File: config.mk
export PLATFORM = sky130hd
export DESIGN_NAME = hazard_detect_unit_flat
export DESIGN_NICKNAME = d
export VERILOG_FILES = /design/src/rtl/hazard_detect_unit_pkg.sv /design/src/rtl/hazard_detect_unit_if.sv /design/src/rtl/hazard_detect_unit_sat_counter.sv /design/src/rtl/hazard_detect_unit.sv /design/src/flat_wrapper.sv
export SDC_FILE = /design/constraint.sdc
export NUM_CORES = 1
export LEC_CHECK = 0
export ABC_AREA = 1
export BUFFER_PORTS_ARGS = -buffer_cell sky130_fd_sc_hd__buf_2
export CAP_MARGIN = 20
export CORE_ASPECT_RATIO = 1.5
export CORE_MARGIN = 5
export CORE_UTILIZATION = 55
export DETAILED_ROUTE_END_ITERATION = 10
export GPL_ROUTABILITY_DRIVEN = 0
export HOLD_SLACK_MARGIN = 0.03
export PLACE_DENSITY = 0.86
export SYNTH_ARGS = -nofsm -noshare
export SYNTH_HDL_FRONTEND = slang
export SYNTH_SLANG_ARGS = --single-unit
File: constraint.sdc
create_clock -name clk_i -period 2 [get_ports clk_i]
set_input_delay 0 -clock clk_i [delete_from_list [all_inputs] [get_ports clk_i]]
set_output_delay 0 -clock clk_i [all_outputs]
set_load 0.05 [all_outputs]
File: src/rtl/hazard_detect_unit_pkg.sv
// Shared pipeline definitions for the ID/EX load-use hazard detection unit.
package hazard_detect_unit_pkg;

    // Default register address width of the 5-stage RISC-V pipeline.
    localparam int unsigned REG_AW_DEF = 5;

    // Default performance counter width.
    localparam int unsigned CNT_W_DEF = 16;

    // Width of the bubble sequencing counter; bounds LOAD_LAT to 1..15.
    localparam int unsigned STALL_CNT_W = 4;

    // Largest supported load-use latency.
    localparam int unsigned LOAD_LAT_MAX = 15;

    // Architectural zero register; never a real producer.
    localparam int unsigned X0 = 0;

    // Hazard sequencer states.
    typedef enum logic {
        ST_IDLE  = 1'b0,
        ST_STALL = 1'b1
    } hdu_state_e;

    // Clamp a requested load latency into the supported 1..15 range.
    function automatic int unsigned clamp_lat(input int unsigned lat);
        if (lat < 1) begin
            return 1;
        end
        if (lat > LOAD_LAT_MAX) begin
            return LOAD_LAT_MAX;
        end
        return lat;
    endfunction

endpackage

File: src/rtl/hazard_detect_unit_if.sv
// ID/EX hazard interface: pipeline-side master drives decode/EX info, unit answers.
interface hazard_detect_unit_if #(
    parameter int unsigned REG_AW = 5,
    parameter int unsigned CNT_W  = 16
);
    logic [REG_AW-1:0] rs1_addr_i;
    logic [REG_AW-1:0] rs2_addr_i;
    logic              rs1_used_i;
    logic              rs2_used_i;
    logic              ex_memread_i;
    logic [REG_AW-1:0] ex_rd_i;
    logic              mem_stall_i;
    logic              flush_i;
    logic              pc_write_o;
    logic              ifid_write_o;
    logic              noop_o;
    logic              stall_active_o;
    logic [CNT_W-1:0]  stall_cycles_o;
    logic [CNT_W-1:0]  hazard_events_o;

    // Pipeline side.
    modport master (
        output rs1_addr_i, rs2_addr_i, rs1_used_i, rs2_used_i,
        output ex_memread_i, ex_rd_i, mem_stall_i, flush_i,
        input  pc_write_o, ifid_write_o, noop_o, stall_active_o,
        input  stall_cycles_o, hazard_events_o
    );

    // Hazard unit side.
    modport slave (
        input  rs1_addr_i, rs2_addr_i, rs1_used_i, rs2_used_i,
        input  ex_memread_i, ex_rd_i, mem_stall_i, flush_i,
        output pc_write_o, ifid_write_o, noop_o, stall_active_o,
        output stall_cycles_o, hazard_events_o
    );

endinterface

File: src/rtl/hazard_detect_unit_sat_counter.sv
// Saturating up-counter: sticks at all-ones instead of wrapping.
module sat_counter #(
    parameter int unsigned W = 16
) (
    input  logic         clk,
    input  logic         rst_n,
    input  logic         inc,
    input  logic         clear,
    output logic [W-1:0] value
);

    logic at_max_c;

    // Saturation point reached.
    assign at_max_c = (value == {W{1'b1}});

    // Counter register with synchronous clear taking priority over increment.
    always_ff @(posedge clk or negedge rst_n) begin
        if (!rst_n) begin
            value <= '0;
        end else if (clear) begin
            value <= '0;
        end else if (inc && !at_max_c) begin
            value <= value + W'(1);
        end
    end

endmodule

File: src/rtl/hazard_detect_unit.sv
// Load-use hazard detection between ID and EX with multi-cycle bubble sequencing,
// memory freeze, branch flush and saturating performance counters.
module hazard_detect_unit
    import hazard_detect_unit_pkg::*;
#(
    parameter int unsigned REG_AW   = REG_AW_DEF,
    parameter int unsigned LOAD_LAT = 1,
    parameter int unsigned CNT_W    = CNT_W_DEF
) (
    input  logic                clk_i,
    input  logic                rst_i,
    hazard_detect_unit_if.slave hd
);

    // Effective latency and the counter value loaded on entry to STALL.
    // The detect cycle is bubble one and the cnt==0 STALL cycle is the last,
    // hence the load value of LAT-2.
    localparam int unsigned LAT_EFF = clamp_lat(LOAD_LAT);
    localparam logic [STALL_CNT_W-1:0] CNT_LOAD =
        (LAT_EFF > 1) ? STALL_CNT_W'(LAT_EFF - 2) : '0;
    localparam logic MULTI_CYCLE = (LAT_EFF > 1);

    hdu_state_e             state_q;
    hdu_state_e             state_d;
    logic [STALL_CNT_W-1:0] cnt_q;
    logic [STALL_CNT_W-1:0] cnt_d;

    logic rs1_match_c;
    logic rs2_match_c;
    logic hz_c;
    logic pc_write_c;
    logic ifid_write_c;
    logic noop_c;
    logic inc_stall_c;
    logic inc_event_c;

    // Load-use comparator; x0 and unused sources never match.
    assign rs1_match_c = hd.rs1_used_i && (hd.rs1_addr_i == hd.ex_rd_i);
    assign rs2_match_c = hd.rs2_used_i && (hd.rs2_addr_i == hd.ex_rd_i);
    assign hz_c        = hd.ex_memread_i
                      && (hd.ex_rd_i != REG_AW'(X0))
                      && (rs1_match_c || rs2_match_c);

    // Next-state and front-end control, priority: freeze, flush, stall, detect.
    always_comb begin
        state_d      = state_q;
        cnt_d        = cnt_q;
        pc_write_c   = 1'b1;
        ifid_write_c = 1'b1;
        noop_c       = 1'b0;
        inc_stall_c  = 1'b0;
        inc_event_c  = 1'b0;

        if (hd.mem_stall_i) begin
            pc_write_c   = 1'b0;
            ifid_write_c = 1'b0;
        end else if (hd.flush_i) begin
            noop_c  = 1'b1;
            state_d = ST_IDLE;
            cnt_d   = '0;
        end else if (state_q == ST_STALL) begin
            pc_write_c   = 1'b0;
            ifid_write_c = 1'b0;
            noop_c       = 1'b1;
            inc_stall_c  = 1'b1;
            if (cnt_q == '0) begin
                state_d = ST_IDLE;
            end else begin
                cnt_d = cnt_q - STALL_CNT_W'(1);
            end
        end else if (hz_c) begin
            pc_write_c   = 1'b0;
            ifid_write_c = 1'b0;
            noop_c       = 1'b1;
            inc_stall_c  = 1'b1;
            inc_event_c  = 1'b1;
            if (MULTI_CYCLE) begin
                state_d = ST_STALL;
                cnt_d   = CNT_LOAD;
            end
        end
    end

    // Sequencer state and bubble counter.
    always_ff @(posedge clk_i or negedge rst_i) begin
        if (!rst_i) begin
            state_q <= ST_IDLE;
            cnt_q   <= '0;
        end else begin
            state_q <= state_d;
            cnt_q   <= cnt_d;
        end
    end

    // Front-end control is combinational so the detect cycle bubbles immediately.
    assign hd.pc_write_o     = pc_write_c;
    assign hd.ifid_write_o   = ifid_write_c;
    assign hd.noop_o         = noop_c;
    assign hd.stall_active_o = (state_q == ST_STALL);

    // Bubble cycles issued.
    sat_counter #(
        .W (CNT_W)
    ) u_stall_cycles (
        .clk   (clk_i),
        .rst_n (rst_i),
        .inc   (inc_stall_c),
        .clear (1'b0),
        .value (hd.stall_cycles_o)
    );

    // Hazards detected.
    sat_counter #(
        .W (CNT_W)
    ) u_hazard_events (
        .clk   (clk_i),
        .rst_n (rst_i),
        .inc   (inc_event_c),
        .clear (1'b0),
        .value (hd.hazard_events_o)
    );

endmodule
File: src/flat_wrapper.sv
// flat-port wrapper written by rule: the top's interface ports become plain ports
module hazard_detect_unit_flat import hazard_detect_unit_pkg::*;
#(
    parameter int unsigned REG_AW   = REG_AW_DEF,
    parameter int unsigned LOAD_LAT = 1,
    parameter int unsigned CNT_W    = CNT_W_DEF
)
  (clk_i, rst_i, hd_rs1_addr_i, hd_rs2_addr_i, hd_rs1_used_i, hd_rs2_used_i, hd_ex_memread_i, hd_ex_rd_i, hd_mem_stall_i, hd_flush_i, hd_pc_write_o, hd_ifid_write_o, hd_noop_o, hd_stall_active_o, hd_stall_cycles_o, hd_hazard_events_o);
  hazard_detect_unit_if #(.REG_AW(REG_AW), .CNT_W(CNT_W)) hd_i ();
  input  logic clk_i;
  input  logic rst_i;
  input wire logic [$bits(hd_i.rs1_addr_i)-1:0] hd_rs1_addr_i;
  input wire logic [$bits(hd_i.rs2_addr_i)-1:0] hd_rs2_addr_i;
  input wire logic [$bits(hd_i.rs1_used_i)-1:0] hd_rs1_used_i;
  input wire logic [$bits(hd_i.rs2_used_i)-1:0] hd_rs2_used_i;
  input wire logic [$bits(hd_i.ex_memread_i)-1:0] hd_ex_memread_i;
  input wire logic [$bits(hd_i.ex_rd_i)-1:0] hd_ex_rd_i;
  input wire logic [$bits(hd_i.mem_stall_i)-1:0] hd_mem_stall_i;
  input wire logic [$bits(hd_i.flush_i)-1:0] hd_flush_i;
  output wire logic [$bits(hd_i.pc_write_o)-1:0] hd_pc_write_o;
  output wire logic [$bits(hd_i.ifid_write_o)-1:0] hd_ifid_write_o;
  output wire logic [$bits(hd_i.noop_o)-1:0] hd_noop_o;
  output wire logic [$bits(hd_i.stall_active_o)-1:0] hd_stall_active_o;
  output wire logic [$bits(hd_i.stall_cycles_o)-1:0] hd_stall_cycles_o;
  output wire logic [$bits(hd_i.hazard_events_o)-1:0] hd_hazard_events_o;
  assign hd_i.rs1_addr_i = hd_rs1_addr_i;
  assign hd_i.rs2_addr_i = hd_rs2_addr_i;
  assign hd_i.rs1_used_i = hd_rs1_used_i;
  assign hd_i.rs2_used_i = hd_rs2_used_i;
  assign hd_i.ex_memread_i = hd_ex_memread_i;
  assign hd_i.ex_rd_i = hd_ex_rd_i;
  assign hd_i.mem_stall_i = hd_mem_stall_i;
  assign hd_i.flush_i = hd_flush_i;
  assign hd_pc_write_o = hd_i.pc_write_o;
  assign hd_ifid_write_o = hd_i.ifid_write_o;
  assign hd_noop_o = hd_i.noop_o;
  assign hd_stall_active_o = hd_i.stall_active_o;
  assign hd_stall_cycles_o = hd_i.stall_cycles_o;
  assign hd_hazard_events_o = hd_i.hazard_events_o;
  hazard_detect_unit #(.REG_AW(REG_AW), .LOAD_LAT(LOAD_LAT), .CNT_W(CNT_W)) u_core (.clk_i(clk_i), .rst_i(rst_i), .hd(hd_i));
endmodule
Word level (Yosys, flattened, before mapping)

Index checks and enable logic that the tools add are counted.

Reduce and logical (&&, ||, !) cells: 13
Add/subtract/negate cells: 3
Equality and inequality tests: 5
Mux-type cells: 19
Bitwise gates (word level): 1

Operators by type and width:

| cell                  | count |
|---|---|
| $add 16x1->16 const B | 2 |
| $eq 16x16->1 const B  | 2 |
| $mux 1                | 16 |
| $mux 4                | 3 |
| $eq 5x5->1            | 2 |
| $logic_and 1x1->1     | 6 |
| $reduce_bool 5->1     | 1 |
| $logic_not 4->1       | 1 |
| $sub 4x1->4 const B   | 1 |
| $reduce_and 3->1      | 1 |
| $logic_not 1->1       | 2 |
| $ne 2x2->1 const B    | 1 |
| $reduce_bool 2->1     | 1 |
| $logic_or 1x1->1      | 1 |
| $not 1->1             | 1 |

Bits in registers: 37
Logic and storage cells: 45
Output and inout bits: 36
Input port bits: 22

Logic depth before layout (Yosys ltp)

Depth in word-level cells: 9
Mapped depth: 12
Depth with buffers taken out: 11

Hierarchy

Synthesis repeated with hierarchy kept, for this count alone.

Cell total of the unflattened synthesis: 392
Area total of the unflattened synthesis: 2605.0 um^2

Modules (own cells, without submodules):

| module             | cells an instance | seq. area each (um^2) | area each (um^2) | times used |
|---|---|---|---|---|
| sat_counter        | 147               | 400.4                 | 1026.0           | 2 |
| hazard_detect_unit | 98                | 125.1                 | 553.0            | 1 |

Worst setup path before layout

No wires, ideal clock.

Path type: reg-to-output
Start point: reg u_core.state_q (netlist: u_core.hd.stall_active_o)
End point: out hd_pc_write_o
Required time: 2000 ps
Data arrival time: 2332 ps
Slack: -332 ps
Stages on the path, launching flop included: 7
Buffers on the path: 3
Cell sequence: dfrtp_1 > inv_1 > nand2_4 > buf_12 > buf_12 > a21oi_1 > buf_4

Word-level cells in the longest chain between the ends: 3

Ends and longest elaborated chain:

| item                   | line                     | text |
|---|---|---|
| start, declared        | hazard_detect_unit.sv:23 | `hdu_state_e state_q;` |
| start signal, assigned | hazard_detect_unit.sv:90 | `state_q <= state_d;` |
| $mux 1 (3 in a row)    | n/a                      |  |
| end, declared          | flat_wrapper.sv:20       | `output wire logic [$bits(hd_i.pc_write_o)-1:0] hd_pc_write_o;` |

No other way between the ends.

Worst setup path after layout

Start point: reg u_core.u_hazard_events.value[0]
End point: reg u_core.u_hazard_events.value[15]

Word-level cells in the longest chain between the ends: 3
Elaborated cells on any way between the ends: 4
Classes of those cells: add/sub (1); eq/ne (1); reduce/logical (2)

Ends and longest elaborated chain:

| item                                                                  | line                                 | text |
|---|---|---|
| start, declared                                                       | hazard_detect_unit_sat_counter.sv:9  | `output logic [W-1:0] value` |
| start signal, assigned                                                | hazard_detect_unit_sat_counter.sv:24 | `value <= value + W'(1);` |
| parallel branches: the longest is 3 deep, another holds $add 16x1->16 | n/a                                  |  |

Parallel ways; which one is timed is not known.
A chain may end at the register's enable or synchronous reset.

==> out/results.tsv <==
metric	value	unit
ctsHoldBuffers	1	
tightest_slew	840	ps
setup_viol	0	
drt_iter0_drc	166	
reg2reg_to	u_core.u_hazard_events.value[15]	
grt_antenna_before_repair	0	
drv_slew	0	
synth_edf_count	0	
fin_crit	1790	ps
status	completed	
grt_pass1_vias	2592	
synth_fp_nets	390	
synthAdderAreaFrac	0.0180	
clock_sinks	37	
syn_avg_cell_area	7.64	um2
worstSetupPathType	flip-flop to flip-flop	
critical_path.max_fanout	13	
tns	0	ps
synthesis.area	2780	um2
viasPerCell	5.33	
ctsResizeCount	0	
clk_pin_slew	80	ps
fmax	559	MHz
ir_worst_vdd	0.414	mV
seq_area	926	um2
wire_per_inst	13.6	um
ys_ff_latch	37	
yosys-mux-area-fraction	0	
r2r_start	u_core.u_hazard_events.value[0]	
start_kind	flip-flop	
num_antenna_cells	0	
critical_path_arrival	1970	ps
yosysSeqAreaShare	0.333	
maxCapViolations	0	
final_nets	447	
synth.distinct_cells	33	
synth-simple-area-share	0.397	
async_flop_share	1.00	
reg2regPathDepth	8	
core_area	4890	um2
hp-start	hd_mem_stall_i	
synth.area.top_cells	dfrtp_1 (33%), nand2_1 (15%), xor2_1 (6.9%), inv_1 (5.4%), nand3_2 (5.4%)	
synth_most_common_cell	nand2_1	
skew	10.4	ps
hold_class	input pin to flip-flop	
gr-total-overflow	0	
cts_tree	built	
grt_pass1_wl	11200	um
drc_errors	0	
nFillCells	437	
drt_first_pass_iters	4	
h-tree-depth	2	
routed_wl	6630	um
rsz0062_at_grt	false	
gr-usage-all-layers	0.213	
cts_buffer_depth	2	
initial_utilization	0.569	
ios	58	
area_delta_synth_final	14.8	%
yosysWarningCount	0	
cts_post_setup_buffers_inserted	0	
hold_end	u_core.hd.stall_active_o	
synth_commonest_cells	nand2_1 (109), inv_1 (40), dfrtp_1 (37), nor2_1 (24), xor2_1 (22)	
slew_headroom	0.440	
leakage	1.65	nW
synth_top_area_share	0.333	
final_util	0.653	
synthCells	364	
die_w	68.1	um
grt_max_degree	38	
synth_top_area_cell	dfrtp_1	
fin_crit_sh	0.894	
synth_ff_type	dfrtp_1	
port_buffers	57	
worst-r2r-setup-slack	210	ps
die_y	97.1	um
die_area	6610	um2
route.vias.total	2602	
cts_buffers	5	
synth_top_family_by_area	simple AND/OR/NAND/NOR gates	
multi_input_area	1570	um2
hold_depth	3	
ant_nets	0	
required	2180	ps
finalHoldViolCount	0	
num_rows	31	
dp_hpwl	4920	um
synth-compound-area-share	0.0567	
drive_above_1_share	0.265	
p_per_area	806	nW/um2
synth_xor_area_frac	0.0882	
cp-end-kind	flip-flop	
clk_latency	300	ps
clockRootBuffer	clkbuf_8	
-- cells in the final DEF, fill, tap and decap left out, drive strengths merged --
cell type and count:
a21oi 1, a31oi 1, buf 60, bufinv 1
clkbuf 5, clkinv 2, clkinvlp 1, dfrtp 37
dlygate4sd3 1, ha 4, inv 48, nand2 115
nand3 33, nand4 20, nor2 33, nor3 10
o21ai 6, o21bai 13, o22ai 3, xnor2 6
xor2 22
-- sequential cells by signal, indices dropped and copies added, names as in the netlist --
signal and count:
u_core.cnt_q 4, u_core.hd.stall_active_o 1, u_core.u_hazard_events.value 16, u_core.u_stall_cycles.value 16
-- worst max path at each step --
stage                                    startpoint                          endpoint  cells after the start
finish              u_core.u_hazard_events.value[0]  u_core.u_hazard_events.value[15]                      8
detailed placement  u_core.u_hazard_events.value[0]   u_core.u_hazard_events.value[3]                      8
global route        u_core.u_hazard_events.value[0]   u_core.u_hazard_events.value[3]                      8
CTS                 u_core.u_hazard_events.value[0]  u_core.u_hazard_events.value[15]                      8
floorplan           u_core.u_hazard_events.value[0]   u_core.u_hazard_events.value[6]                      9
global placement    u_core.u_hazard_events.value[0]  u_core.u_hazard_events.value[15]                      8
-- through the flow --
step	worst slack (ps)	power [mW]	hold slack (ps)	instances	instance area [um2]
after floorplan	10.6	1.66	-296	364	2790
after global placement	309	1.88	148	479	3070
after detailed placement	230	1.91	155	479	3070
after CTS	213	2.59	35.1	488	3190
after global routing	98.4	2.69	67.4	488	3190
final	211	2.57	43.5	488	3190
-- critical path: stages (launching register included) --
cell and delay (ps):
dfrtp_1 440, ha_1 260, nand3_2 130, nor2_4 170, nand4_2 140, nor2_4 170
inv_2 180, nand3_1 130, nand2_1 50
-- metal layers --
metal / routed length, um / GRT usage / up-vias
met4: 187 / 0.0842 / 0
met3: 306 / 0.0313 / 21
li1: - / - / 1279
met1: 2560 / 0.240 / 1233
met2: 3570 / 0.383 / 69
met5: 0 / 0 / -
-- report_power, final --
part,leakage [nW],switching (mW),internal (mW)
registers,0.465,0.113,0.837
clock network,0.0543,0.296,0.373
logic,1.13,0.702,0.251
-- layout make-up --
| type | instances | area share |
|---|---|---|
| inverter | 49 | 0.0576 |
| clock buffer | 5 | 0.0216 |
| multi-input combinational | 267 | 0.491 |
| timing repair buffer | 61 | 0.0995 |
| clock inverter | 3 | 0.0145 |
| tap | 66 | 0.0259 |
| sequential | 37 | 0.290 |
-- kinds of logic after synthesis --
family / count (synthesis)
fa+ha+maj: 4
simple gates: 211
xor+xnor: 28
flops: 37
buf+inv: 60
compound gates: 24
(Power assumes the default switching activity.)
